[src/rtl/switch_mcu_regfile.sv]
// ---------------------------------------------------------------------------
// switch_mcu_regfile
//
// Purpose:
//   32 x 32-bit register file with two independent registered read ports and
//   one write port. Entry x0 is hard-wired to zero. Writes to x0 are dropped.
//   Read data appears one cycle after the request, with a one-cycle valid
//   pulse. When a port is idle, its data output keeps its last value.
//
// Ports:
//   in_clk        : system clock. All state changes on the rising edge.
//   in_rst        : synchronous, active-low reset.
//   in_ren_1      : read request, port 1.
//   in_raddr_1    : read index, port 1 (5 bits).
//   out_rdata_1   : registered read data, port 1 (32 bits).
//   out_rvalid_1  : one-cycle pulse that marks fresh data on port 1.
//   in_ren_2      : read request, port 2.
//   in_raddr_2    : read index, port 2 (5 bits).
//   out_rdata_2   : registered read data, port 2 (32 bits).
//   out_rvalid_2  : one-cycle pulse that marks fresh data on port 2.
//   in_wen        : write strobe.
//   in_waddr      : write index (5 bits).
//   in_wdata      : write data (32 bits).
//
// Build option:
//   SWITCH_MCU_RF_BYPASS_EN
//     Defined     : a read and a write to the same nonzero index on the same
//                   edge returns in_wdata (write-through forwarding).
//     Not defined : the same collision returns the value stored before the
//                   write. The new value is visible from the next read on.
// ---------------------------------------------------------------------------
module switch_mcu_regfile (
  input  logic        in_clk,
  input  logic        in_rst,
  input  logic        in_ren_1,
  input  logic [4:0]  in_raddr_1,
  output logic [31:0] out_rdata_1,
  output logic        out_rvalid_1,
  input  logic        in_ren_2,
  input  logic [4:0]  in_raddr_2,
  output logic [31:0] out_rdata_2,
  output logic        out_rvalid_2,
  input  logic        in_wen,
  input  logic [4:0]  in_waddr,
  input  logic [31:0] in_wdata
);

  // x0 has no storage. It is decoded as a constant zero on the read side.
  logic [31:0] r_mem [1:31];

  logic [31:0] r_rdata1;
  logic [31:0] r_rdata2;
  logic        r_rvalid1;
  logic        r_rvalid2;

  logic        w_wrAccept;
  logic [31:0] w_stored1;
  logic [31:0] w_stored2;
  logic [31:0] w_rdNext1;
  logic [31:0] w_rdNext2;

  // A write takes effect only when it targets x1..x31.
  assign w_wrAccept = in_wen && (in_waddr != 5'd0);

  // Array lookup for each port. Index 0 always reads zero, whatever was
  // written to it.
  always_comb begin
    w_stored1 = 32'h0;
    w_stored2 = 32'h0;
    if (in_raddr_1 != 5'd0) w_stored1 = r_mem[in_raddr_1];
    if (in_raddr_2 != 5'd0) w_stored2 = r_mem[in_raddr_2];
  end

`ifdef SWITCH_MCU_RF_BYPASS_EN
  // Forward the incoming write data when it targets the index being read.
  // w_wrAccept already excludes x0, so x0 still reads zero.
  always_comb begin
    w_rdNext1 = w_stored1;
    w_rdNext2 = w_stored2;
    if (w_wrAccept && (in_waddr == in_raddr_1)) w_rdNext1 = in_wdata;
    if (w_wrAccept && (in_waddr == in_raddr_2)) w_rdNext2 = in_wdata;
  end
`else
  // No forwarding. The array is read before the non-blocking write lands,
  // so a colliding read returns the old contents.
  always_comb begin
    w_rdNext1 = w_stored1;
    w_rdNext2 = w_stored2;
  end
`endif

  // Storage update. Reset clears every writable entry. A write arriving
  // during reset is dropped.
  always_ff @(posedge in_clk) begin
    if (!in_rst) begin
      for (int i = 1; i < 32; i++) begin
        r_mem[i] <= 32'h0;
      end
    end else if (w_wrAccept) begin
      r_mem[in_waddr] <= in_wdata;
    end
  end

  // Read port 1. The valid pulse follows the request by one edge. The data
  // register loads only on a request, so it holds between requests.
  always_ff @(posedge in_clk) begin
    if (!in_rst) begin
      r_rdata1  <= 32'h0;
      r_rvalid1 <= 1'b0;
    end else begin
      r_rvalid1 <= in_ren_1;
      if (in_ren_1) r_rdata1 <= w_rdNext1;
    end
  end

  // Read port 2. Same behaviour as port 1, with fully independent state.
  always_ff @(posedge in_clk) begin
    if (!in_rst) begin
      r_rdata2  <= 32'h0;
      r_rvalid2 <= 1'b0;
    end else begin
      r_rvalid2 <= in_ren_2;
      if (in_ren_2) r_rdata2 <= w_rdNext2;
    end
  end

  assign out_rdata_1  = r_rdata1;
  assign out_rvalid_1 = r_rvalid1;
  assign out_rdata_2  = r_rdata2;
  assign out_rvalid_2 = r_rvalid2;

endmodule

[config.mk]
export PLATFORM = sky130hd
export DESIGN_NAME = switch_mcu_regfile
export DESIGN_NICKNAME = d
export VERILOG_FILES = /design/src/rtl/switch_mcu_regfile.sv
export SDC_FILE = /design/constraint.sdc
export NUM_CORES = 2
export LEC_CHECK = 0
export CAP_MARGIN = 20
export CORE_UTILIZATION = 40
export DETAILED_ROUTE_END_ITERATION = 8
export PLACE_DENSITY = 0.6
export SKIP_LAST_GASP = 1
export SLEW_MARGIN = 40
export SYNTH_ARGS = -nofsm -noshare
export SYNTH_HDL_FRONTEND = slang
export SYNTH_SLANG_ARGS = --single-unit
[constraint.sdc]
create_clock -name in_clk -period 4.64 [get_ports in_clk]
set_clock_uncertainty 0.1 [all_clocks]
set_input_delay 0.696 -clock in_clk [delete_from_list [all_inputs] [get_ports in_clk]]
set_output_delay 0.696 -clock in_clk [all_outputs]
set_load 0.005 [all_outputs]
Yosys cells after proc, flatten, opt, wreduce, memory -nomap -nowiden
Memory sizes are Yosys's and may differ from the RTL's.
Index checks and enable logic that the tools add are counted.
{ "op_classes": {"n_mux": 9, "n_reduce_logical": 5} }
{ "op_table": {"columns": ["op", "count"], "rows": [
  ["$mux 32", 3],
  ["$reduce_or 32->1", 1],
  ["$reduce_bool 5->1", 3],
  ["$mux 1", 5],
  ["$mux 5", 1],
  ["$logic_and 1x1->1", 1]
]} }
{ "totals": {"reg_bits": 66, "ramBits": 992, "in_bits": 52, "wordCells": 19, "mem_count": 1} }
{ "memory_table": {"columns": ["memory", "depth", "width", "rd", "rd_clocked_by_memory_dff", "wr", "line", "rtl"], "rows": [
  ["r_mem", 31, 32, 2, 0, 31, "49", "logic [31:0] r_mem [1:31];"]
]} }

Depth between registers and ports, before layout
{ "logic_depth": {"depth_word": 7, "ltp_mapped": 10, "depth_no_buf": 4} }

Least setup slack after synthesis
Ideal clock, no wire load.
{ "synth_path": {"path_type": "input-to-reg", "from": "input in_rst", "to": "memory r_mem[21][0] (enable)", "setup_ps": 466, "arrival_time_ps": 3700, "path_slack_ps": 374, "stages": 4, "n_path_buf": 2, "cell_sequence": "clkbuf_1 nand4b_1 clkbuf_1 o21ai_0"} }
{ "synth_lines": {"columns": ["element", "line", "rtl"], "rows": [
  ["start, declared", "34", "input logic in_rst,"],
  ["end, declared", "49", null]
]} }

==> results.py <==
metrics = {
    "drt": {
        "wirelength_um": 194000,
        "detail_route.first_pass.iterations": 6,
        "antenna_violating_nets_post_route": 0,
        "drt_first_iter_violations": 4592,
        "drt_drc": 0,
        "detailroute.via_count": 35400,
        "post_drt_via_cell_ratio": 6.13,
        "detail_route.wl_per_cell_um": 33.5,
    },
    "timing": {
        "period_share_pct": 62.5,
        "tightest_pin_transition_ns": 0.898,
        "worst_slew_margin_rel_pct": 40.1,
        "tns_ns": 0,
        "timing_max_transition_violations_final": 0,
        "setup_violations": 0,
        "rsz_0062_raised_after_global_routing": "no",
        "final.hold.worst_slack_ns": 0.379,
        "final_hold_viol_count": 0,
        "timing.final.crit_period_ns": 2.90,
        "timing.fmax_ghz": 0.345,
    },
    "synth": {
        "synthesis.area_um2": 56500,
        "netlist.top_cell.by_area": "sky130_fd_sc_hd__edfxtp_1",
        "ys_seq_area_share_pct": 56.7,
        "synth.distinct_cells": 43,
        "synthesis.instances": 3774,
        "share_of_synthesized_registers_carrying_an_async_set_or_reset_pct": 0,
        "ys.flop_type": "sky130_fd_sc_hd__edfxtp_1",
        "portion_of_synthesized_cell_area_occupied_by_the_leading_cell_type_pct": 54.4,
        "synth_top_cells_by_area": "sky130_fd_sc_hd__edfxtp_1 (54%), sky130_fd_sc_hd__mux4_2 (17%), sky130_fd_sc_hd__and2_1 (11%)",
        "syn-mean-instance-area_um2": 15.0,
        "ys_ff_latch": 1090,
        "synth_enable_flop_cells": 1024,
        "synth.yosys.warnings": 0,
    },
    "floorplan": {
        "design.die.area_um2": 143000,
        "chip_width_um": 378,
        "design.portCount": 118,
        "die_height_um": 378,
        "core_region_area_um2": 140000,
        "initial_standard_cell_utilization_of_the_core_pct": 40.4,
        "std_cell_rows": 137,
    },
    "placement": {
        "detailed_place_hpwl_um": 122000,
        "placed_cells": 5556,
        "gpl.final_weighted_congestion": 0.865,
        "port_buffers": 117,
    },
    "power_and_ir_drop": {
        "ir_worst_vdd_mv": 0.299,
        "power.leakage_uw": 0.0219,
        "power_per_cell_area_nw_per_um2": 371,
        "power_uw": 24000,
    },
    "grt": {
        "antenna_found_initial": 20,
        "number_of_global_route_vias_before_repair": 35100,
        "all_layer_gr_usage_pct": 27.1,
        "grt_max_degree": 73,
        "grt_first_pass_wirelength_um": 271000,
        "overflow_left_after_global_routing": 0,
    },
    "cts": {
        "clkTransAtPathRegs_ns": 0.06,
        "post_cts.repair.setup_buffers": 0,
        "cts_h_tree_depth": 3,
        "cts-buffers-inserted": 115,
        "clkLatencyLatePin_ns": 0.75,
        "cts.repair.resized": 0,
        "clockRootBuffer": "sky130_fd_sc_hd__clkbuf_16",
        "cts_tree": "yes",
        "cts_max_path_buffers": 3,
        "cts_num_sinks": 1090,
        "cts_hold_repair.buffers": 0,
    },
    "layout": {
        "multi_input_area_um2": 23500,
        "final.fill_count": 12100,
        "design.final.nets": 3853,
        "proportion_of_layout_cells_with_a_drive_suffix_above_1_pct": 26.4,
        "storage_element_area_um2": 32100,
        "flow.area_growth_from_synthesis_pct": 14.4,
        "stdcell_count": 5776,
    },
    "critical_path": {
        "arrival_ns": 3.22,
        "cell_by_cell_trace_of_the_critical_path": "clkdlybuf4s50_1 -> or3b_2 -> o21ai_4 -> buf_12",
        "cp_data_required_time_ns": 4.96,
        "worst_path_dominant_cell_family": "buffers and inverters",
        "criticalPathCategory": "primary input to register",
        "critPathLaunchType": "primary input",
        "critPathCaptureType": "register",
        "worst_path_max_delay_cell": "sky130_fd_sc_hd__clkdlybuf4s50_1",
        "crit_buf_inv": 2,
        "worstPathMaxFanout": 19,
        "critical-path-max-stage-delay_ns": 0.75,
    },
    "job": {
        "max_cap_violations": 0,
    },
    "min_path": {
        "min-delay-path-class": "register to register",
    },
    "status": {
        "result_of_the_run": "finished clean",
    },
}
## registers in the layout, summed over array words and instances (netlist names)
name	count
r_mem	1024
out_rdata_1	32
out_rdata_2	32
out_rvalid_1	1
out_rvalid_2	1
## layout by cell type, fill, tap and decap left out, drive strengths merged, types with 37 or more instances in the layout
| master | netlist | layout |
|---|---|---|
| clkdlybuf4s50 | 0 | 97 |
| o21ai | 80 | 80 |
| buf | 100 | 188 |
| clkbuf | 307 | 158 |
| and2 | 994 | 994 |
| mux4 | 416 | 416 |
| o221ai | 49 | 49 |
| nand2 | 66 | 66 |
| nor2 | 48 | 48 |
| dfxtp | 66 | 66 |
| mux2 | 177 | 177 |
| mux2i | 143 | 143 |
| edfxtp | 1024 | 1024 |
| a221o | 47 | 47 |
| clkinv | 1 | 37 |
## power by group
group          internal, µW  switching, µW  leakage (µW)
clock                  5460           4000       0.00184
sequential            11300            341        0.0103
combinational          1230           1670       0.00978
## path summary, 6_finish.rpt
path | start | slack, ns | end | cells past startpoint
worst max register to register | r_mem[30][14] | 2.31 | out_rdata_2[14] | 4
worst min-delay path | out_rdata_1[11] | 0.38 | out_rdata_1[11] | 2
worst min register to register | out_rdata_1[11] | 0.38 | out_rdata_1[11] | 2
worst max-delay path | in_waddr[4] | 1.74 | r_mem[17][14] | 4
## cells in the mapped netlist, types with 9 or more instances
library cell,number
sky130_fd_sc_hd__mux2i_1,143
sky130_fd_sc_hd__and2_1,994
sky130_fd_sc_hd__edfxtp_1,1024
sky130_fd_sc_hd__a221oi_1,32
sky130_fd_sc_hd__mux2_2,177
sky130_fd_sc_hd__o21ai_0,80
sky130_fd_sc_hd__buf_2,45
sky130_fd_sc_hd__nand2_1,66
sky130_fd_sc_hd__buf_4,24
sky130_fd_sc_hd__a32o_1,32
sky130_fd_sc_hd__buf_6,9
sky130_fd_sc_hd__nand2b_1,19
sky130_fd_sc_hd__o2bb2ai_1,32
sky130_fd_sc_hd__o22ai_1,32
sky130_fd_sc_hd__mux4_2,416
sky130_fd_sc_hd__nand3_1,18
sky130_fd_sc_hd__buf_1,22
sky130_fd_sc_hd__clkbuf_1,307
sky130_fd_sc_hd__o31a_1,15
sky130_fd_sc_hd__nor2_1,48
sky130_fd_sc_hd__o221ai_1,49
sky130_fd_sc_hd__nor2b_1,18
sky130_fd_sc_hd__o211ai_1,32
sky130_fd_sc_hd__a221o_1,47
sky130_fd_sc_hd__dfxtp_1,66
## logic make-up after synthesis
group | count (synthesis) | synth area share, %
compound gates | 353 | 4.91
buf+inv | 410 | 3.10
flops | 1090 | 56.7
mux | 736 | 22.6
other cells | 1 | 0.00663
simple gates | 1184 | 12.6
## area by class of cell
class                      count  share of cell area, %
timing repair buffer         286                   4.63
clock buffer                 157                   4.88
clock inverter                57                  0.956
inverter                       3                 0.0193
antenna                        2                0.00774
sequential                  1090                   49.6
tap                         1876                   3.63
multi-input combinational   2305                   36.3
## metrics by stage
stage	utilization, %	worst slack (ns)	cell area (µm²)
floorplan	-	0.374	56600
CTS	46.2	1.84	64600
global route	46.2	1.73	64700
global placement	43.4	1.12	60700
detailed placement	43.5	1.07	60800
finish	46.2	1.74	64700
## tightest hold or removal path, cell delays in order, from the launching register on
cell	delay [ns]
sky130_fd_sc_hd__dfxtp_1	0.31
sky130_fd_sc_hd__nand2_1	0.05
sky130_fd_sc_hd__nand3_1	0.06
## layer usage
metal	GRT usage, %	routed length, µm
met5	0	8
met4	9.75	6740
met3	6.07	20500
met2	41.6	88400
met1	37.8	78000
No activity file was read; power rests on OpenSTA's default activity.
